`config.mk`:
```
export PLATFORM = sky130hd
export DESIGN_NAME = fetch_unit
export DESIGN_NICKNAME = d
export VERILOG_FILES = /design/src/rtl/fetch_unit_pkg.sv /design/src/rtl/fetch_queue.sv /design/src/rtl/fetch_unit.sv
export SDC_FILE = /design/constraint.sdc
export NUM_CORES = 1
export LEC_CHECK = 0
export ABC_AREA = 1
export BUFFER_PORTS_ARGS = -buffer_cell sky130_fd_sc_hd__buf_2
export CAP_MARGIN = 20
export CORE_MARGIN = 3
export CORE_UTILIZATION = 30
export CTS_CLUSTER_DIAMETER = 50
export DETAILED_ROUTE_END_ITERATION = 12
export PLACE_DENSITY = 0.51
export SLEW_MARGIN = 0
export SYNTH_ARGS = -nofsm -noshare
export SYNTH_HDL_FRONTEND = slang
export SYNTH_SLANG_ARGS = --single-unit
```
`constraint.sdc`:
```
create_clock -name clk -period 3.8 [get_ports clk]
set_clock_uncertainty 0.2 [all_clocks]
set_input_delay 0.57 -clock clk [delete_from_list [all_inputs] [get_ports clk]]
set_output_delay 0.57 -clock clk [all_outputs]
set_load 0.02 [all_outputs]
```
`src/rtl/fetch_unit_pkg.sv`:
```
// fetch_types: shared FSM state and queue entry types for the fetch stage
package fetch_types;
   localparam int FETCH_XLEN = 32;
   typedef enum logic [1:0] {S_IDLE, S_REQ, S_DROP} fetch_state_t;
   typedef struct packed {
      logic [FETCH_XLEN-1:0] pc;
      logic [FETCH_XLEN-1:0] instr;
   } fetch_entry_t;
endpackage

```
`src/rtl/fetch_queue.sv`:
```
// fetch_queue: circular FIFO of fetch entries with flush; head read straight from storage
module fetch_queue
   import fetch_types::*;
#(
   parameter int DEPTH = 4,
   parameter type entry_t = fetch_entry_t
) (
   input  logic                       clk,
   input  logic                       rst,
   input  logic                       enq,
   input  entry_t                     enq_data,
   input  logic                       deq,
   input  logic                       flush,
   output entry_t                     head,
   output logic [$clog2(DEPTH+1)-1:0] count
);
   localparam int PW = $clog2(DEPTH);
   localparam int CW = $clog2(DEPTH+1);
   entry_t mem [DEPTH];
   logic [PW-1:0] wp, rp;
   logic do_deq, do_enq;
   assign do_deq = deq && !flush && count != '0;
   assign do_enq = enq && !flush;
   assign head = mem[rp];
   always_ff @(posedge clk or posedge rst) begin
      if (rst) begin
         wp <= '0;
         rp <= '0;
         count <= '0;
      end else if (flush) begin
         wp <= '0;
         rp <= '0;
         count <= '0;
      end else begin
         wp <= do_enq ? wp + PW'(1) : wp;
         rp <= do_deq ? rp + PW'(1) : rp;
         count <= count + CW'(do_enq) - CW'(do_deq);
      end
   end
   always_ff @(posedge clk)
      if (do_enq) mem[wp] <= enq_data;
endmodule

```
`src/rtl/fetch_unit.sv`:
```
// fetch_unit: fetch PC, icache read/resp handshake and prefetch queue with redirect flush
module fetch_unit
   import fetch_types::*;
#(
   parameter int XLEN = 32,
   parameter int QUEUE_DEPTH = 4,
   parameter logic [XLEN-1:0] RESET_PC = XLEN'(32'h0000_0060)
) (
   input  logic                             clk,
   input  logic                             rst,
   output logic                             icache_read,
   output logic [XLEN-1:0]                  icache_addr,
   input  logic [XLEN-1:0]                  icache_rdata,
   input  logic                             icache_resp,
   input  logic                             redirect_valid,
   input  logic [XLEN-1:0]                  redirect_pc,
   input  logic                             deq_ready,
   output logic                             deq_valid,
   output logic [XLEN-1:0]                  deq_instr,
   output logic [XLEN-1:0]                  deq_pc,
   output logic [$clog2(QUEUE_DEPTH+1)-1:0] occupancy
);
   localparam int CW = $clog2(QUEUE_DEPTH+1);
   typedef struct packed {
      logic [XLEN-1:0] pc;
      logic [XLEN-1:0] instr;
   } entry_t;
   fetch_state_t state, state_n;
   logic [XLEN-1:0] fetch_pc, fetch_pc_n, drop_addr, drop_addr_n, redir_pc;
   logic enq, deq_fire;
   entry_t head;
   assign redir_pc = {redirect_pc[XLEN-1:2], 2'b00};
   assign deq_valid = occupancy != '0;
   assign deq_fire = deq_valid && deq_ready;
   assign deq_pc = head.pc;
   assign deq_instr = head.instr;
   assign icache_read = state != S_IDLE;
   assign icache_addr = state == S_DROP ? drop_addr : fetch_pc;
   always_ff @(posedge clk or posedge rst) begin
      if (rst) begin
         state <= S_IDLE;
         fetch_pc <= RESET_PC;
         drop_addr <= RESET_PC;
      end else begin
         state <= state_n;
         fetch_pc <= fetch_pc_n;
         drop_addr <= drop_addr_n;
      end
   end
   // The slot of an issued request is already reserved, so staying in S_REQ
   // only needs a free slot beyond the one just filled.
   always_comb begin
      state_n = state;
      fetch_pc_n = fetch_pc;
      drop_addr_n = drop_addr;
      enq = 1'b0;
      case (state)
         S_IDLE: begin
            fetch_pc_n = redirect_valid ? redir_pc : fetch_pc;
            state_n = !redirect_valid && occupancy < CW'(QUEUE_DEPTH) ? S_REQ : S_IDLE;
         end
         S_REQ: begin
            if (redirect_valid) begin
               fetch_pc_n = redir_pc;
               drop_addr_n = fetch_pc;
               state_n = icache_resp ? S_REQ : S_DROP;
            end else if (icache_resp) begin
               enq = 1'b1;
               fetch_pc_n = fetch_pc + XLEN'(4);
               state_n = deq_fire || occupancy < CW'(QUEUE_DEPTH - 1) ? S_REQ : S_IDLE;
            end
         end
         S_DROP: begin
            fetch_pc_n = redirect_valid ? redir_pc : fetch_pc;
            state_n = icache_resp ? S_REQ : S_DROP;
         end
         default: state_n = S_IDLE;
      endcase
   end
   fetch_queue #(.DEPTH(QUEUE_DEPTH), .entry_t(entry_t)) u_queue (
      .clk(clk),
      .rst(rst),
      .enq(enq),
      .enq_data(entry_t'{pc: fetch_pc, instr: icache_rdata}),
      .deq(deq_ready),
      .flush(redirect_valid),
      .head(head),
      .count(occupancy)
   );
endmodule

```
==> results of run 1 <==
per-layer routing:
metal,vias to the layer above,GRT usage,share of wire
met1,4443,0.204,0.46
met2,241,0.233,0.45
met5,-,0,0
met3,56,0.0277,0.063
met4,0,0.0507,0.025
li1,4606,-,-
synth_stat cells:
library cell  count  area, um2
nand4_1           2       12.5
nor2_4            5       56.3
or2_2             2       12.5
inv_2             8       30.0
inv_1            58        218
dfrtp_1          65       1630
o21ai_2           1       8.76
a21oi_1           7       35.0
nand2_4           1       11.3
nand3_1          38        190
nor2_1          198        743
a22o_1            1       8.76
o21ai_1          32        160
o22ai_1          71        444
nor2_8            1       20.0
conb_1            1       3.75
buf_2            17       85.1
edfxtp_1        248       7450
o21a_1            1       7.51
o21ai_0         176        881
a22oi_1           2       15.0
xor2_1            4       35.0
buf_4            10       75.1
and2_1            2       12.5
clkinv_1          1       3.75
a31oi_1           1       6.26
nor3_1            1       5.00
buf_6             2       22.5
nor3_2            1       10.0
dfstp_2           4        105
ha_1              8        100
nor2_2            9       56.3
nand2_1         206        773
clkbuf_1         40        150
nand2_2           4       25.0
fa_1              1       20.0
final cells by class:
cell class | count | area [um2] | area share
flip-flops and latches | 317 | 9180 | 0.568
multi-input cells | 779 | 3700 | 0.229
clock buffers | 45 | 1050 | 0.0650
repair buffers | 184 | 1040 | 0.0642
well taps | 585 | 732 | 0.0453
inverters | 67 | 253 | 0.0156
clock inverters | 23 | 206 | 0.0128
diodes | 1 | 2.50 | 0.000155
cell families (layout without fill, tap and decap cells):
| kind of cell | count (synthesis) | in the layout | synth area share |
|---|---|---|---|
| adders and majority gates | 9 | 9 | 0.00895 |
| DFF | 317 | 317 | 0.684 |
| xor gates and xnor gates | 4 | 4 | 0.00261 |
| buffers and inverters | 136 | 319 | 0.0436 |
| AOI/OAI and AO/OA | 292 | 292 | 0.117 |
| other | 1 | 5 | 0.000280 |
| and+or+nand+nor | 470 | 470 | 0.144 |
path summary, 6_finish.rpt:
check,from,end,slack [ps]
worst max-delay path,u_queue.rp[1],deq_instr[20],640
worst min-delay path,icache_rdata[25],u_queue.mem[2][25],40
worst max register to register,state[1],u_queue.mem[2][51],1260
worst min register to register,drop_addr[5],drop_addr[5],280
max in group asynchronous,rst,drop_addr[24],2260
min in group asynchronous,rst,drop_addr[9],500
flip-flops by register name (all words and copies together), names as in the netlist:
name and flops:
u_queue.mem 248, drop_addr 30, fetch_pc 30, u_queue.count 3, state 2, u_queue.rp 2, u_queue.wp 2
power by group through the flow:
stage / Combinational (W) / Sequential (W) / Clock (W)
after CTS: 0.00359 / 0.00500 / 0.00373
after global placement: 0.00355 / 0.00504 / 0
final: 0.00351 / 0.00499 / 0.00361
after global routing: 0.00393 / 0.00508 / 0.00387
after detailed placement: 0.00357 / 0.00507 / 0
after floorplan: 0.00242 / 0.00484 / 0
worst max-delay path: cells and delay by family (launching register included):
kind / cells / cell delay [ps]
flops: 1 / 400
compound gates: 2 / 340
buf+inv: 3 / 1060
stage by stage:
stage	hold WS [ps]	TNS [ps]	worst slack, ps
after floorplan	253	-146580	-591
after global placement	262	0	990
after detailed placement	267	0	952
after CTS	4.65	0	580
after global routing	20.1	0	518
final	43.3	0	641
timing repair:
| item | in CTS | in global routing |
|---|---|---|
| endpoints found under the hold margin | 24 | 0 |
| setup buffers | 0 | 0 |
| hold buffers | 1 | 0 |
==> metrics.txt, run 1 <==
crit start category register; Finished Layout Cells 2001; RD Place Congestion around 0.84; initial antenna violation count 0; root buf cell clkbuf_16; Worst R2R Path Depth 6; Initial Util 0.307; vias 9346; vias in the first global route approximately 9.0k; Hold Vio Cnt, Final 0; die area roughly 0.047 mm2; Yosys cell types 36; Layout area overhead 20.5%; routed vias/inst 4.67; post-route ant nets 0; chip width about 220 um; Final Total Pwr between 0.01 and 0.015 W; Routed wire per std cell roughly 17 um; std cell rows between 70 and 80; Worst-Margin Slew 870 ps; Worst Hold Depth 1; share of layout cells above drive strength 1 0.203; max_slew headroom 0.420; CTS clk-pin slew, worst paths roughly 60 ps; Seq/Total Area, Yosys 0.684; CP peak stage delay about 480 ps; gr ovfl total 0; commonest non-fill, non-tap cell in the layout edfxtp_1; drc violations 0; crit share post-route 0.831; port bufs 163; highest-delay cell along the critical path inv_2; Seq cells post-synth 317; area of the core 0.0436 mm2; largest net degree at the start of global routing 75; Placed Instance Area 0.0149 mm2; Finished Cell Area 0.0162 mm2; Net Sw Power 0.00445 W; routed wire length about 35 mm; RSZ-0062 raised after global routing no; status completed; TritonCTS clock tree built; initial drt markers 568; power share of the clock group 0.298; Final min period 3160 ps; Max Cap Viol 0; Die Y 217 um; sequential cell fraction of total power 0.412; PD cells roughly 750 mW/mm2; most frequent cells in the layout edfxtp_1, nand2_1, nor2_1; WS Path Type reg -> out; critical path arrival between 2000 and 2500 ps; cell internal pwr 0.00766 W; Clock Latency Late Sink around 540 ps; Slew Limit Fails 0; Syn Inst Count 1229; Final Util 0.370; total global-route track usage 0.147; final setup violation count 0; fillers 4326; first-pass GRT wire length 53.6 mm; HPWL after detailed placement 22.0 mm; CTS resizes 0; Worst Path Required 3030 ps; YS warnings 0; H-tree levels 2; Crit. End Element output pin; Pre-Repair DR Iteration Count 6; highest clock rate 317 MHz; CTS Sinks 317; Ports 170; worst path cell trace inv_2, buf_4, o21ai_0, o22ai_1, buf_2; nets@finish about 1.5k; Sw Share 0.367; Num CTS Buffers 40; CP Max Fanout 33; Comb power frac 0.290; Mapped Area 0.0134 mm2; peak supply drop between 0.0004 and 0.0005 V; LEAKAGE 6.14 nW; Inst Count DP 1931; Avg Cell Area, Syn 10.9 um2; min-delay worst type in -> reg; clock buffer depth 3
No activity file was read; power rests on OpenSTA's default activity.
==> run 2, diff against run 1 <==
==> constraint.sdc (replaced) <==
create_clock -name clk -period 2.9 [get_ports clk]
set_clock_uncertainty 0.2 [all_clocks]
set_input_delay 0.435 -clock clk [delete_from_list [all_inputs] [get_ports clk]]
set_output_delay 0.435 -clock clk [all_outputs]
set_load 0.02 [all_outputs]
==> metrics.txt, run 2 (synthesized netlist as in run 1, its figures left out) <==
status completed; max reg flops 248; worst path cell trace clkinv_2, buf_16, o21ai_0, o22ai_1, buf_2; first-pass GRT wire length 54.0 mm; Num CTS Buffers just over 40; Worst-Margin Slew 720 ps; std cell rows 76; crit path from u_queue.rp[0]; TritonCTS clock tree built; Inst Count DP 1934; area of the core 0.0436 mm2; vias around 9.6k; share of layout cells above drive strength 1 0.204; largest net degree at the start of global routing 103; gr ovfl total 0; PD cells 982 mW/mm2; crit share post-route 0.947; initial antenna violation count 1; RSZ-0062 raised after global routing no; Final Total Pwr 0.0167 W; CP Max Fanout 86; hold_sp redirect_pc[7]; Largest regs u_queue.mem: 248 flops, drop_addr: 30 flops, fetch_pc: 30 flops; Initial Util 0.307; Ports 170; Final min period 2740 ps; Hold Vio Cnt, Final 0; Die Y about 220 um; Crit. End Element output pin; reg2reg start state[1]; postcts setup bufs 0; most frequent cells in the layout edfxtp_1, nand2_1, nor2_1; Finished Layout Cells 2052; commonest non-fill, non-tap cell in the layout edfxtp_1; clock buffer depth 3; highest-delay cell along the critical path dfrtp_4; Worst Path Required around 2300 ps; Layout area overhead 26.4%; CTS clk-pin slew, worst paths roughly 50 ps; Pre-Repair DR Iteration Count 7; highest clock rate 364 MHz; chip width about 220 um; nets@finish roughly 1.5k; peak supply drop between 0.0005 and 0.0006 V; vias in the first global route 9301; crit start category register; HPWL after detailed placement 22.0 mm; die area ~0.047 mm2; LEAKAGE 6.46 nW; final setup violation count 0; Largest Register u_queue.mem; Slew Limit Fails 0; routed vias/inst around 4.7; max_slew headroom 0.519; initial drt markers 655; port bufs between 150 and 200; DP Worst Slack 513 ps; post-route ant nets 0; root buf cell clkbuf_16; CTS Sinks 317; ANT cells 0; Max Cap Viol 0; min-delay worst type in -> reg; RD Place Congestion ~0.83; routed wire length 35.9 mm; drc violations 0; critical path arrival around 2100 ps; H-tree levels 2; hold_ws 21.6 ps; total global-route track usage 0.148; Clock Latency Late Sink 550 ps; Routed wire per std cell 17.5 um; Final WS setup 155 ps; CP peak stage delay 540 ps; WS Path Type reg -> out
[run 2: worst max-delay path: cells and delay by family (launching register included)]
kind | cells | cell delay (ps)
buffers and inverters | 3 | 640
DFF | 1 | 540
AOI/OAI and AO/OA | 2 | 320
[run 2: path summary, 6_finish.rpt]
check	endpoint	slack, ps	cells after the start
max	deq_instr[28]	160	5
min	fetch_pc[7]	20	3
max reg2reg	u_queue.mem[3][12]	660	6
min reg2reg	drop_addr[6]	270	2
max in group asynchronous	drop_addr[6]	1430	4
min in group asynchronous	drop_addr[3]	350	3
[run 2: repair_timing]
item	CTS	global route
gates resized for setup	0	4
hold endpoints to repair	166	0
hold buffers	42	0
endpoints found under the setup margin	0	14
[run 2: layout make-up]
class | count | area, um2
Fill cell | 4245 | 26700
Sequential cell | 317 | 9180
Multi-Input combinational cell | 779 | 3710
Timing Repair Buffer | 229 | 1650
Clock buffer | 45 | 1080
Tap cell | 585 | 732
Clock inverter | 30 | 352
Inverter | 67 | 253
[run 2: per-layer routing]
| layer | track usage | vias to the layer above | routed length, um |
|---|---|---|---|
| li1 | - | 4694 | - |
| met1 | 0.202 | 4571 | 16300 |
| met2 | 0.236 | 266 | 16400 |
| met3 | 0.0300 | 54 | 2310 |
| met4 | 0.0511 | 0 | 944 |
| met5 | 0 | - | 0 |
[run 2: report_power, final]
part | switching [W] | internal [W]
sequential | 0.000737 | 0.00581
clock | 0.00203 | 0.00328
combinational | 0.00333 | 0.00148
[run 2: through the flow]
stage          setup TNS (ps)  utilization  cell area [um2]
2_1_floorplan          -86630            -            13400
3_3_place_gp                0        0.345            15100
3_5_place_dp                0        0.345            15100
4_1_cts                     0        0.388            16900
5_1_grt                     0        0.389            17000
6_report                    0        0.389            17000
